$ cat src/rtl/intr_ctl.sv
// intr_ctl -- parametrised interrupt controller with programmable timers.
//
// Merges NEXT external request lines, NTIMER down-counting timers and one
// software interrupt into a masked, prioritised CPU interrupt request. Source
// numbering: bits [NEXT-1:0] are the external lines, the next NTIMER bits are
// the timers and the top bit (S = NEXT+NTIMER) is the software interrupt.
// Lowest index wins priority.
//
// Ports:
//   clk        system clock
//   reset      asynchronous, active-low reset
//   ext_intr   asynchronous external requests (NEXT bits)
//   io_write   single-cycle register write strobe
//   io_addr    register address (5 bits)
//   io_wdata   register write data (16 bits)
//   io_rdata   combinational register read data (16 bits)
//   interrupt  registered: any enabled source pending
//   intr_vec   registered: index of the highest-priority pending source

module intr_ctl #(
   parameter int NEXT   = 2,
   parameter int NTIMER = 2,
   parameter int TW     = 24
) (
   input  logic            clk,
   input  logic            reset,
   input  logic [NEXT-1:0] ext_intr,
   input  logic            io_write,
   input  logic [4:0]      io_addr,
   input  logic [15:0]     io_wdata,
   output logic [15:0]     io_rdata,
   output logic            interrupt,
   output logic [3:0]      intr_vec
);

   localparam int S    = NEXT + NTIMER;
   localparam int NSRC = S + 1;
   localparam int HW   = TW - 16;

   // Timer and swi bits are always latched; only these accept set writes.
   localparam logic [NSRC-1:0] LATCH_ONLY = {{(NTIMER + 1){1'b1}}, {NEXT{1'b0}}};

   logic [NEXT-1:0]     sync1;
   logic [NEXT-1:0]     sync2;
   logic [NEXT-1:0]     sync3;
   logic [NEXT-1:0]     edge_mode;
   logic [NSRC-1:0]     enable;
   logic [NSRC-1:0]     latched;
   logic [NSRC-1:0]     latched_next;
   logic [NSRC-1:0]     status;
   logic [NSRC-1:0]     pending;
   logic [NSRC-1:0]     hw_event;
   logic [NSRC-1:0]     wr_set;
   logic [NSRC-1:0]     wr_clr;
   logic [2*NTIMER-1:0] tctrl;
   logic [TW-1:0]       count  [NTIMER];
   logic [TW-1:0]       reload [NTIMER];
   logic [NTIMER-1:0]   cnt_lo_wr;
   logic [NTIMER-1:0]   cnt_hi_wr;
   logic [NTIMER-1:0]   rld_lo_wr;
   logic [NTIMER-1:0]   rld_hi_wr;
   logic [NTIMER-1:0]   expire;
   logic [3:0]          prio;
   logic                wr_enable;
   logic                wr_mode;
   logic                wr_set_reg;
   logic                wr_clr_reg;
   logic                wr_ctrl;

   assign wr_enable  = io_write && (io_addr == 5'd2);
   assign wr_mode    = io_write && (io_addr == 5'd3);
   assign wr_set_reg = io_write && (io_addr == 5'd4);
   assign wr_clr_reg = io_write && (io_addr == 5'd5);
   assign wr_ctrl    = io_write && (io_addr == 5'd7);

   // Two-flop synchroniser for the external lines, plus a third flop holding
   // the previous synced value so a 0->1 transition can be spotted.
   always_ff @(posedge clk or negedge reset) begin
      if (!reset) begin
         sync1 <= '0;
         sync2 <= '0;
         sync3 <= '0;
      end else begin
         sync1 <= ext_intr;
         sync2 <= sync1;
         sync3 <= sync2;
      end
   end

   // Per-timer write decode and expiry detection. A count write in the same
   // cycle suppresses expiry so the written value is never overridden.
   always_comb begin
      cnt_lo_wr = '0;
      cnt_hi_wr = '0;
      rld_lo_wr = '0;
      rld_hi_wr = '0;
      expire    = '0;
      for (int t = 0; t < NTIMER; t++) begin
         cnt_lo_wr[t] = io_write && (io_addr == 5'(16 + 4 * t));
         cnt_hi_wr[t] = io_write && (io_addr == 5'(17 + 4 * t));
         rld_lo_wr[t] = io_write && (io_addr == 5'(18 + 4 * t));
         rld_hi_wr[t] = io_write && (io_addr == 5'(19 + 4 * t));
         expire[t]    = tctrl[2 * t] && !cnt_lo_wr[t] && !cnt_hi_wr[t]
                        && (count[t] == '0);
      end
   end

   // Configuration registers. A one-shot expiry returns its timer to fully
   // idle (run and one-shot both drop) unless software rewrites the control
   // register in that same cycle.
   always_ff @(posedge clk or negedge reset) begin
      if (!reset) begin
         enable    <= '0;
         edge_mode <= '0;
         tctrl     <= '0;
      end else begin
         if (wr_enable) begin
            enable <= io_wdata[NSRC-1:0];
         end
         if (wr_mode) begin
            edge_mode <= io_wdata[NEXT-1:0];
         end
         if (wr_ctrl) begin
            tctrl <= io_wdata[2*NTIMER-1:0];
         end else begin
            for (int t = 0; t < NTIMER; t++) begin
               if (expire[t] && tctrl[2 * t + 1]) begin
                  tctrl[2 * t]     <= 1'b0;
                  tctrl[2 * t + 1] <= 1'b0;
               end
            end
         end
      end
   end

   // Timer counters. Counting stops at zero; periodic timers reload on the
   // expiry cycle, one-shot timers simply sit at zero.
   always_ff @(posedge clk or negedge reset) begin
      if (!reset) begin
         for (int t = 0; t < NTIMER; t++) begin
            count[t]  <= '0;
            reload[t] <= '0;
         end
      end else begin
         for (int t = 0; t < NTIMER; t++) begin
            if (rld_lo_wr[t]) begin
               reload[t][15:0] <= io_wdata;
            end
            if (rld_hi_wr[t]) begin
               reload[t][TW-1:16] <= io_wdata[HW-1:0];
            end
            if (cnt_lo_wr[t]) begin
               count[t][15:0] <= io_wdata;
            end else if (cnt_hi_wr[t]) begin
               count[t][TW-1:16] <= io_wdata[HW-1:0];
            end else if (tctrl[2 * t]) begin
               if (count[t] != '0) begin
                  count[t] <= count[t] - TW'(1);
               end else if (!tctrl[2 * t + 1]) begin
                  count[t] <= reload[t];
               end
            end
         end
      end
   end

   // Latched status bits. Hardware events are OR-ed in after the clear so a
   // clear write can never swallow an event arriving in the same cycle.
   // External bits in level mode are held at zero and ignore writes.
   always_comb begin
      hw_event                = '0;
      hw_event[NEXT-1:0]      = edge_mode & sync2 & ~sync3;
      hw_event[S-1:NEXT]      = expire;
      wr_set                  = wr_set_reg ? (io_wdata[NSRC-1:0] & LATCH_ONLY) : '0;
      wr_clr                  = wr_clr_reg ?
                                (io_wdata[NSRC-1:0] & {{(NTIMER + 1){1'b1}}, edge_mode}) : '0;
      latched_next            = ((latched | wr_set) & ~wr_clr) | hw_event;
      latched_next[NEXT-1:0]  = latched_next[NEXT-1:0] & edge_mode;
   end

   always_ff @(posedge clk or negedge reset) begin
      if (!reset) begin
         latched <= '0;
      end else begin
         latched <= latched_next;
      end
   end

   // Visible status: level-mode external bits follow the synced input.
   always_comb begin
      status           = latched;
      status[NEXT-1:0] = (edge_mode & latched[NEXT-1:0]) | (~edge_mode & sync2);
      pending          = status & enable;
   end

   // Priority encoder: scanning from the top down leaves the lowest pending
   // index in prio; zero when nothing is pending.
   always_comb begin
      prio = '0;
      for (int i = NSRC - 1; i >= 0; i--) begin
         if (pending[i]) begin
            prio = 4'(i);
         end
      end
   end

   // Registered request outputs towards the CPU.
   always_ff @(posedge clk or negedge reset) begin
      if (!reset) begin
         interrupt <= 1'b0;
         intr_vec  <= '0;
      end else begin
         interrupt <= |pending;
         intr_vec  <= prio;
      end
   end

   // Read mux; unused addresses and unused bits read as zero.
   always_comb begin
      io_rdata = '0;
      case (io_addr)
         5'd0:    io_rdata = 16'(pending);
         5'd1:    io_rdata = 16'(status);
         5'd2:    io_rdata = 16'(enable);
         5'd3:    io_rdata = 16'(edge_mode);
         5'd6:    io_rdata = {interrupt, 11'b0, intr_vec};
         5'd7:    io_rdata = 16'(tctrl);
         default: io_rdata = '0;
      endcase
      for (int t = 0; t < NTIMER; t++) begin
         if (io_addr[4] && (io_addr[3:2] == 2'(t))) begin
            case (io_addr[1:0])
               2'd0:    io_rdata = count[t][15:0];
               2'd1:    io_rdata = 16'(count[t][TW-1:16]);
               2'd2:    io_rdata = reload[t][15:0];
               default: io_rdata = 16'(reload[t][TW-1:16]);
            endcase
         end
      end
   end

endmodule

$ cat config.mk
export PLATFORM = sky130hd
export DESIGN_NAME = intr_ctl
export DESIGN_NICKNAME = d
export VERILOG_FILES = /design/src/rtl/intr_ctl.sv
export SDC_FILE = /design/constraint.sdc
export NUM_CORES = 1
export LEC_CHECK = 0
export CAP_MARGIN = 30
export CORE_UTILIZATION = 50
export CTS_BUF_LIST = sky130_fd_sc_hd__clkbuf_2
export DETAILED_ROUTE_END_ITERATION = 12
export MAX_ROUTING_LAYER = met4
export PLACE_DENSITY_LB_ADDON = 0.15
export RECOVER_POWER = 25
export SYNTH_ARGS = -nofsm -noshare
export SYNTH_HDL_FRONTEND = slang
export SYNTH_SLANG_ARGS = --single-unit
$ cat constraint.sdc
create_clock -name clk -period 2.5 [get_ports clk]
set_input_delay 0.5 -clock clk [delete_from_list [all_inputs] [get_ports clk]]
set_output_delay 0.5 -clock clk [all_outputs]
set_load 0.005 [all_outputs]
==> out/results.tsv, run 1 <==
metric	value	unit
global_route.usage.met1	45.8	%
path_class	reg2out	
min_path_type	in2reg	
wire_per_inst	22.2	µm
power_leakage	4.22	nW
yosysTopAreaCellShare	41.5	%
drv_slew	0	
synth-compound-area-share	18.6	%
path_cells	mux4_2 > nor2_2 > nor2_1 > o32a_1 > buf_2	
synth-simple-area-share	16.6	%
utilization	70.1	%
synthDistinctLibCells	65	
whs	0.346	ns
top_level_ports	47	
worstSkewPairLatency	0.70	ns
path_clk_slew	0.20	ns
critPathMaxFanout	2	
synthAdderAreaFrac	0.680	%
status	finished, violations left	
crit_slowest_cell	mux4_2	
gr-total-overflow	0	
grt_use_met2	54.0	%
vias	7292	
synth_area_leaders	dfrtp_1 (41%), mux2_2 (8.7%), mux4_2 (5.2%)	
cts-buffers-inserted	17	
busiest_layer	met2	
antenna_found_initial	1	
num_rows	43	
drv_cap	0	
r2r_slack	-0.22	ns
cp-startpoint	reload[40]$_DFFE_PN0P_	
ys_ff_latch	122	
syn_area_per_cell	9.59	µm²
clock_path_buffers	2	
fin_crit	2.74	ns
violations	negative setup slack	
path_delay_family	multiplexers	
synth-edff-count	0	
grt_first_pass_wirelength	38100	µm
nets	980	
postLayoutCellArea	9920	µm²
muxShareOfSynthArea	16.0	%
die_area	15200	µm²
fillers	1068	
layout_commonest_cell	buf_4	
grt_start_max_net_pins	48	
critPathBufInv	1	
drtAntennaViolNets	0	
dp_hpwl	17400	µm
routabilityCongestion	0.917	
relSlewSlack	16.2	%
synthArstFlopShare	100	%
dr.pass1.iters	6	
critPathLaunchType	flop	
cp.arrival	2.24	ns
synth_top_area_cell	dfrtp_1	
rsz0062_at_grt	yes	
reg2reg_from	count[38]$_DFFE_PN0P_	
htreeDepth	4	
r2r_cells	7	
ctsRootBufferMaster	clkbuf_2	
route.detailed.drc	0	
ys_seq_area_share	41.5	%
vdd_drop_max	0.486	mV
hold_viol	0	
drt-initial-drc-count	637	
skew	0.0280	ns
vias_per_cell	6.37	
fin_ws	-0.244	ns
powerDensity	802	nW/µm²
dpl_cell_area	8850	µm²
synth_xor_area_share	2.74	%
numPortBuffers	45	
synth_cells	768	
start_util	52.0	%
critPathRequiredTime	2.00	ns
fmaxAchievable	0.364	GHz
synth_warnings	0	
area_delta_synth_final	34.7	%
cts.sinks	122	
tritoncts	yes	
die_h	123	µm
finalSetupViolCount	29	
synth-main-ff-cell	dfrtp_1	
wl	25400	µm
drive_gt1_share	40.0	%
timing.final.crit_share	110	%
die_w	123	µm
synth_top_family_by_area	compound AO/OA/AOI/OAI gates	
first_global_vias	6829	
core	14100	µm²
layout_common_cells	buf_4 (148), dfrtp_1 (107), nand2_1 (69)	
worstSetupEndpoint	io_rdata[0]	
track_usage	34.9	%
worstSetupPathDepth	5	
syn_area	7360	µm²
worst_pin_slew	1.26	ns
synth_nets	798	
reg2reg_to	count[36]$_DFFE_PN0P_	
end_kind	primary output	
slowest_delay	0.49	ns
use_met3	7.06	%
==> worst reg2reg max path: stages (launching register included) <==
cell,delay (ns)
dfrtp_1,0.44
buf_4,0.14
or4_4,0.51
or3_4,0.44
or4_4,0.58
or3_1,0.37
o221ai_2,0.07
a21oi_1,0.09
==> power by group <==
| part | total [W] | switching [W] | internal (W) |
|---|---|---|---|
| Sequential | 0.00299 | 0.000490 | 0.00250 |
| Combinational | 0.00360 | 0.00177 | 0.00183 |
| Clock | 0.00137 | 0.000811 | 0.000558 |
==> flip-flops by register name (all words and copies together), names as in the netlist <==
name	cells
interrupt	1
enable	5
intr_vec	3
sync3	2
sync2	2
latched	5
edge_mode	2
sync1	2
count	48
reload	48
tctrl	4
==> cell usage after synthesis (4+ instances only) <==
master and count:
o21ai_0 26, a31o_2 4, o31ai_1 6, a311oi_1 4
nor3_1 25, nor2b_1 10, o22ai_1 15, a21oi_1 57
inv_1 12, buf_2 5, a22oi_1 4, nand2_1 77
mux4_2 17, clkbuf_1 44, o221ai_1 7, dfrtp_1 122
a221o_1 16, xor2_1 9, xnor2_1 14, nor4_1 12
nand4_1 4, nor2_1 65, nand3_1 19, o211ai_1 11
a211oi_1 12, a31oi_1 18, mux2i_1 15, nand2b_1 4
mux2_2 57, or3_1 16, buf_1 4, ha_1 4
==> cell type report <==
type | count | area [µm²] | area share, %
Multi-Input combinational cell | 579 | 4460 | 45.0
Sequential cell | 122 | 3070 | 31.0
Timing Repair Buffer | 216 | 1840 | 18.6
Tap cell | 180 | 225 | 2.27
Clock inverter | 15 | 175 | 1.77
Clock buffer | 17 | 85.1 | 0.858
Inverter | 14 | 52.6 | 0.530
Antenna cell | 1 | 2.50 | 0.0252
==> per-layer routing <==
layer | wire length, µm | part of all wire [%] | up-vias
met5 | 0 | 0 | -
met4 | 682 | 2.7 | 0
met3 | 2090 | 8.2 | 53
met2 | 11900 | 47 | 388
met1 | 10700 | 42 | 3585
li1 | - | - | 3266
==> worst min path at each step <==
stage,cells past startpoint,endpoint,startpoint
final,1,sync1[0]$_DFF_PN0_,ext_intr[0]
after global routing,1,sync1[1]$_DFF_PN0_,ext_intr[1]
after floorplan,0,count[0]$_DFFE_PN0P_,reset
after CTS,1,sync1[0]$_DFF_PN0_,ext_intr[0]
after global placement,0,sync2[0]$_DFF_PN0_,sync1[0]$_DFF_PN0_
after detailed placement,0,sync2[0]$_DFF_PN0_,sync1[0]$_DFF_PN0_
==> kinds of logic (layout without fill, tap and decap cells) <==
kind of cell / Yosys count / after routing
other cells: 1 / 2
flops: 122 / 122
simple gates: 255 / 258
fa+ha+maj: 4 / 4
mux: 89 / 89
buf+inv: 70 / 262
compound gates: 204 / 204
xor+xnor: 23 / 23
==> metrics by stage <==
stage          setup TNS (ns)  cells  power, W  setup slack (ns)
2_1_floorplan           -3.20    768   0.00466            -0.199
3_3_place_gp           -20.46   1059   0.00574            -0.568
3_5_place_dp           -21.55   1059   0.00584            -0.606
4_1_cts                 -6.41   1134   0.00759            -0.351
5_1_grt                 -6.51   1144   0.00835            -0.379
6_report                -4.36   1144   0.00795            -0.244
==> repair_timing <==
action	CTS	global route
hold endpoints to repair	43	0
cloned	3	1
endpoints found under the setup margin	42	55
pin swaps	15	30
resized for setup	84	87
hold buffers	1	0
buffers inserted	39	8
Power figures use the tool's default switching activity.
==> run 2: changes to the inputs <==
--- a/config.mk
+++ b/config.mk
@@ -5,6 +5,7 @@
 export SDC_FILE = /design/constraint.sdc
 export NUM_CORES = 1
 export LEC_CHECK = 0
+export ABC_AREA = 1
 export CAP_MARGIN = 30
 export CORE_UTILIZATION = 50
 export CTS_BUF_LIST = sky130_fd_sc_hd__clkbuf_2
==> out/results.tsv, run 2 <==
metric	value	unit	change
status	finished, violations left		unchanged
violations	max-capacitance violations, max-slew violations		was negative setup slack
wire_per_inst	18.5	µm	was 22.2 µm
first_global_vias	8309		was 6,829
die_w	129	µm	was 123 µm
biggestRegsByFlops	count: 48 flops, reload: 48 flops		unchanged
muxShareOfSynthArea	0	%	was 16.0%
path_class	reg2out		unchanged
start_util	51.1	%	was 52.0%
yosysTopAreaCellShare	37.6	%	was 41.5%
grt_start_max_net_pins	46		was 48
top_level_ports	47		unchanged
synthTopCellsByCount	nand2_1 (376), nor2_1 (173), nand3_1 (142)		was dfrtp_1 (122), nand2_1 (77), nor2_1 (65)
worstSkewPairLatency	0.77	ns	was 0.70 ns
die_h	129	µm	was 123 µm
drv_slew	28		was 0
gr-total-overflow	0		unchanged
core	15900	µm²	was 14,100 µm²
synthDistinctLibCells	40		was 65
synth_warnings	0		unchanged
min_path_type	in2reg		unchanged
synthAdderAreaFrac	0.616	%	was 0.680%
synthArstFlopShare	100	%	unchanged
regArea	3060	µm²	was 3070 µm²
synth-simple-area-share	38.5	%	was 16.6%
syn_area	8120	µm²	was 7360 µm²
cp-startpoint	count[17]$_DFFE_PN0P_		was reload[40]$_DFFE_PN0P_
numPortBuffers	45		unchanged
synth-main-ff-cell	dfrtp_1		unchanged
route.detailed.drc	0		unchanged
dp_hpwl	23000	µm	was 17,400 µm
synth-edff-count	0		unchanged
dp_cells	1554		was 1,059
layout_commonest_cell	nand2_1		was buf_4
routabilityCongestion	1.01		was 0.917
fillers	1551		was 1,068
area_delta_synth_final	26.8	%	was 34.7%
dr.pass1.iters	6		unchanged
drive_gt1_share	20.5	%	was 40.0%
skew	0.0511	ns	was 0.0280 ns
nets	1450		was 980
hold_viol	0		unchanged
worst_pin_slew	1.74	ns	was 1.26 ns
antenna_found_initial	1		unchanged
multiInputGateArea	4530	µm²	was 4460 µm²
finalSetupViolCount	0		was 29
ys_seq_area_share	37.6	%	was 41.5%
min_from	ext_intr[1]		was ext_intr[0]
htreeDepth	4		unchanged
rsz0062_at_grt	yes		unchanged
ys_ff_latch	122		unchanged
path_clk_slew	0.23	ns	was 0.20 ns
end_kind	primary output		unchanged
die_area	16800	µm²	was 15,200 µm²
synth_xor_area_share	1.19	%	was 2.74%
fmaxAchievable	0.401	GHz	was 0.364 GHz
tritoncts	yes		unchanged
critPathLaunchType	flop		unchanged
vias_per_cell	5.60		was 6.37
synth_area_leaders	dfrtp_1 (38%), nand2_1 (17%), nand3_1 (8.7%)		was dfrtp_1 (41%), mux2_2 (8.7%), mux4_2 (5.2%)
vias	9232		was 7,292
drtAntennaViolNets	0		unchanged
num_rows	46		was 43
clock_path_buffers	2		unchanged
synth_cells	1243		was 768
synth_top_family_by_area	simple AND/OR/NAND/NOR gates		was compound AO/OA/AOI/OAI gates
timing.final.crit_share	99.8	%	was 110%
reg2reg_from	count[0]$_DFFE_PN0P_		was count[38]$_DFFE_PN0P_
r2r_slack	0.24	ns	was -0.22 ns
synth.most_common_cell	nand2_1		was dfrtp_1
synth_nets	1273		was 798
fin_crit	2.50	ns	was 2.74 ns
critPathMaxFanout	2		unchanged
fin_cells	1650		was 1,144
synth_top_area_cell	dfrtp_1		unchanged
layout_common_cells	nand2_1 (372), nor2_1 (168), nand3_1 (141)		was buf_4 (148), dfrtp_1 (107), nand2_1 (69)
critPathRequiredTime	2.00	ns	about the same
syn_area_per_cell	6.53	µm²	was 9.59 µm²
drt-initial-drc-count	1056		was 637
power_leakage	5.22	nW	was 4.22 nW
synth-compound-area-share	13.2	%	was 18.6%
cts.sinks	122		unchanged
cts-buffers-inserted	17		unchanged
relSlewSlack	-16.3	%	was 16.2%
ctsRootBufferMaster	clkbuf_2		unchanged
grt_first_pass_wirelength	46800	µm	was 38,100 µm
vdd_drop_max	0.503	mV	was 0.486 mV
track_usage	38.8	%	was 34.9%
cp.arrival	2.00	ns	was 2.24 ns
wl	30500	µm	was 25,400 µm
powerDensity	851	nW/µm²	was 802 nW/µm²
utilization	64.8	%	was 70.1%
drv_cap	1		was 0
## run 2: cell types whose count changed after synthesis, moves of 17 or more
cell / previous run / this run
a21oi_1: 57 / 28
a31oi_1: 18 / 0
clkbuf_1: 44 / 16
inv_1: 12 / 131
mux2_2: 57 / 0
mux4_2: 17 / 0
nand2_1: 77 / 376
nand3_1: 19 / 142
nor2_1: 65 / 173
nor3_1: 25 / 4
o21ai_0: 26 / 112
## run 2: metrics by stage
step                      cell area (µm²)  hold WS, ns  setup TNS, ns  total power, W  setup slack (ns)
after global placement               9400        0.333          -8.32         0.00657            -0.539
after floorplan                      8120        0.204              0         0.00528             0.575
after CTS                           10100        0.120         -0.255         0.00848            -0.104
after detailed placement             9400        0.336          -8.89         0.00660            -0.529
after global routing                10300        0.213         -0.189         0.00937            -0.119
final                               10300        0.279              0         0.00876           0.00441
## run 2: worst paths after layout
path | to | cells past startpoint
worst max-delay path | io_rdata[1] | 5
worst min-delay path | sync1[1]$_DFF_PN0_ | 1
worst max register to register | count[4]$_DFFE_PN0P_ | 12
worst min register to register | sync2[0]$_DFF_PN0_ | 0
max in group asynchronous | reload[29]$_DFFE_PN0P_ | 3
min in group asynchronous | reload[16]$_DFFE_PN0P_ | 2
## run 2: area by class of cell
type / instances / share of cell area (%)
multi-input combinational: 940 / 44.0
sequential: 122 / 29.7
timing repair buffer: 193 / 15.7
inverter: 146 / 5.38
tap: 216 / 2.62
clock inverter: 15 / 1.71
clock buffer: 17 / 0.826
antenna: 1 / 0.0243
## run 2: power by group
group	switching [W]	internal, W	total (W)
logic	0.00262	0.00169	0.00431
registers	0.000512	0.00251	0.00302
clock network	0.000933	0.000502	0.00143
## run 2: cells by family (layout without fill, tap and decap cells)
| group | Yosys count | count (layout) |
|---|---|---|
| compound gates | 186 | 186 |
| xor+xnor | 11 | 11 |
| fa+ha+maj | 4 | 4 |
| buf+inv | 181 | 371 |
| flops | 122 | 122 |
| other cells | 1 | 2 |
| simple gates | 738 | 738 |
## run 2: metal layers
| metal | vias up | share of wire, % | wire length [µm] | global-route usage (%) |
|---|---|---|---|---|
| li1 | 4406 | - | - | - |
| met1 | 4283 | 43 | 13200 | 52.0 |
| met2 | 483 | 45 | 13700 | 58.8 |
| met3 | 60 | 8.8 | 2680 | 7.84 |
| met4 | 0 | 2.8 | 846 | 12.2 |
| met5 | - | 0 | 0 | - |
## run 2: what timing repair did
| item | in CTS | in global routing |
|---|---|---|
| buffers inserted | 42 | 20 |
| pin swaps | 15 | 15 |
| gates resized for setup | 117 | 33 |
| endpoints found under the hold margin | 31 | 0 |
| hold buffers | 1 | 0 |
| endpoints found under the setup margin | 16 | 12 |
## run 2: critical path, stage by stage (launching register included)
cell	delay, ns
dfrtp_1	0.45
inv_1	0.11
o21ai_0	0.14
o221ai_1	0.27
nand4_1	0.15
buf_2	0.15
==> run 3: changes to the inputs <==
==> constraint.sdc (replaced) <==
create_clock -name clk -period 2.5 [get_ports clk]
set_input_delay 0.5 -clock clk [delete_from_list [all_inputs] [get_ports clk]]
set_output_delay 0.5 -clock clk [all_outputs]
set_load 0.1 [all_outputs]
==> out/results.tsv, run 3 (synthesis results as in run 2) <==
metric	value	unit	change
status	finished, violations left		unchanged
violations	max-capacitance violations, max-slew violations, negative setup slack		was max-capacitance violations, max-slew violations
die_w	129	µm	unchanged
layout_commonest_cell	nand2_1		unchanged
top_level_ports	47		unchanged
relSlewSlack	-31.6	%	was -16.3%
drv_cap	1		unchanged
grt_start_max_net_pins	43		was 46
rsz0062_at_grt	yes		unchanged
die_area	16800	µm²	unchanged
drt-initial-drc-count	970		was 1,056
fillers	1481		was 1,551
timing.final.crit_share	103	%	was 99.8%
clock_path_buffers	2		unchanged
cts-buffers-inserted	17		unchanged
tritoncts	yes		unchanged
htreeDepth	4		unchanged
p_seq_share	34.2	%	was 34.5%
antenna_found_initial	1		unchanged
p_sw	0.00433	W	was 0.00406 W
critPathMaxFanout	3		was 2
wire_per_inst	18.3	µm	was 18.5 µm
critPathLaunchType	flop		unchanged
finalSetupViolCount	3		was 0
cp-startpoint	edge_mode[1]$_DFFE_PN0P_		was count[17]$_DFFE_PN0P_
routabilityCongestion	1.05		was 1.01
fin_cells	1649		was 1,650
reg2reg_to	count[34]$_DFFE_PN0P_		was count[4]$_DFFE_PN0P_
numPortBuffers	45		unchanged
r2r_cells	14		was 12
reg2reg_from	count[24]$_DFFE_PN0P_		was count[0]$_DFFE_PN0P_
gr-total-overflow	0		unchanged
start_util	51.1	%	unchanged
dp_hpwl	22800	µm	was 23,000 µm
min_from	ext_intr[1]		unchanged
ctsRootBufferMaster	clkbuf_2		unchanged
drtAntennaViolNets	0		unchanged
dpl_cell_area	9590	µm²	was 9400 µm²
r2r_slack	0.33	ns	was 0.24 ns
drive_gt1_share	22.2	%	was 20.5%
wl	30300	µm	was 30,500 µm
regArea	3070	µm²	was 3060 µm²
biggestRegsByFlops	count: 48 flops, reload: 48 flops		unchanged
hold_viol	0		unchanged
cp.arrival	2.09	ns	was 2.00 ns
skew	0.0474	ns	was 0.0511 ns
dp_cells	1561		was 1,554
vias	9274		was 9,232
clkPwrFrac	15.7	%	was 16.4%
core	15900	µm²	unchanged
path_clk_slew	0.23	ns	about the same
first_global_vias	8509		was 8,309
multiInputGateArea	4580	µm²	was 4530 µm²
num_rows	46		unchanged
drv_slew	33		was 28
grt_first_pass_wirelength	46600	µm	was 46,800 µm
cts.sinks	122		unchanged
sw_frac_of_total	47.9	%	was 46.4%
internal-power	0.00470	W	about the same
nets	1449		was 1,450
power_leakage	5.22	nW	about the same
vias_per_cell	5.62		was 5.60
hold_depth	1		unchanged
min_path_type	in2reg		unchanged
fin_ws	-0.0873	ns	was 0.00441 ns
layout_common_cells	nand2_1 (367), nor2_1 (169), buf_4 (145)		was nand2_1 (372), nor2_1 (168), nand3_1 (141)
postLayoutCellArea	10500	µm²	was 10,300 µm²
fmaxAchievable	0.387	GHz	was 0.401 GHz
area_delta_synth_final	29.0	%	was 26.8%
powerDensity	861	nW/µm²	was 851 nW/µm²
worstSetupEndpoint	io_rdata[1]		unchanged
path_class	reg2out		unchanged
route.detailed.drc	0		unchanged
worst_pin_slew	1.97	ns	was 1.74 ns
dr.pass1.iters	6		unchanged
p_comb_share	50.1	%	was 49.2%
die_h	129	µm	unchanged
fin_crit	2.59	ns	was 2.50 ns
worstSkewPairLatency	0.76	ns	was 0.77 ns
critPathRequiredTime	2.00	ns	about the same
vdd_drop_max	0.526	mV	was 0.503 mV
track_usage	38.7	%	was 38.8%
end_kind	primary output		unchanged
==> run 3: cell count changes in the layout (fill, tap and decap cells not counted), moves of 5 or more <==
cell,delta
dlygate4sd2_1,-7
o22ai_1,-5
nand2_2,+6
nand2_1,-5
dfrtp_1,-7
o21ai_0,+6
inv_2,-7
inv_1,+7
buf_12,+12
buf_4,+10
o22ai_2,+5
dfrtp_2,+7
o21ai_1,-7
==> run 3: power groups by stage <==
stage          combinational [W]  clock [W]  sequential (W)
3_5_place_dp             0.00378          0         0.00315
5_1_grt                  0.00498    0.00154         0.00313
4_1_cts                  0.00416    0.00144         0.00307
6_report                 0.00452    0.00142         0.00308
3_3_place_gp             0.00373          0         0.00316
2_1_floorplan            0.00250          0         0.00306
==> run 3: worst min-delay path by stage <==
| stage | to | slack, ns |
|---|---|---|
| after CTS | sync1[1]$_DFF_PN0_ | 0.11 |
| after global placement | sync2[1]$_DFF_PN0_ | 0.34 |
| after global routing | sync1[0]$_DFF_PN0_ | 0.19 |
| final | sync1[1]$_DFF_PN0_ | 0.28 |
| after floorplan | count[0]$_DFFE_PN0P_ | 0.20 |
| after detailed placement | sync2[1]$_DFF_PN0_ | 0.34 |
==> run 3: through the flow <==
step	setup TNS, ns	total power, W	utilization (%)	hold slack (ns)	worst slack [ns]
floorplan	-1.00	0.00556	-	0.204	-0.576
global placement	-3.85	0.00689	60.4	0.339	-0.368
detailed placement	-4.14	0.00693	60.4	0.344	-0.335
CTS	-0.287	0.00867	64.3	0.106	-0.103
global route	-5.73	0.00965	66.0	0.194	-0.223
finish	-0.161	0.00903	66.0	0.275	-0.0873
==> run 3: layout make-up <==
| type | instances | share of cell area, % |
|---|---|---|
| clock inverters | 15 | 1.68 |
| repair buffers | 192 | 16.6 |
| inverters | 146 | 5.29 |
| well taps | 216 | 2.58 |
| multi-input cells | 940 | 43.7 |
| diodes | 1 | 0.0239 |
| clock buffers | 17 | 0.812 |
| flip-flops and latches | 122 | 29.3 |
==> run 3: metal layers <==
metal	track usage (%)	share of wire [%]	vias up	wire length [µm]
met2	59.2	46	431	14000
li1	-	-	4391	-
met4	17.1	4.4	0	1320
met1	50.3	42	4361	12600
met3	6.65	7.7	91	2330
met5	-	0	-	0
==> run 3: timing repair <==
action,CTS,global route
setup endpoints to repair,16,16
buffers inserted,31,26
hold buffers,1,0
pin swaps,19,28
gates resized for setup,62,46
endpoints found under the hold margin,30,0
==> run 3: critical path: stages, from the launching register on <==
cell and delay [ns]:
dfrtp_1 0.46, inv_2 0.06, nand2_2 0.07, nand2_2 0.06, buf_4 0.14, a22oi_2 0.14
nand4_1 0.19, buf_12 0.23
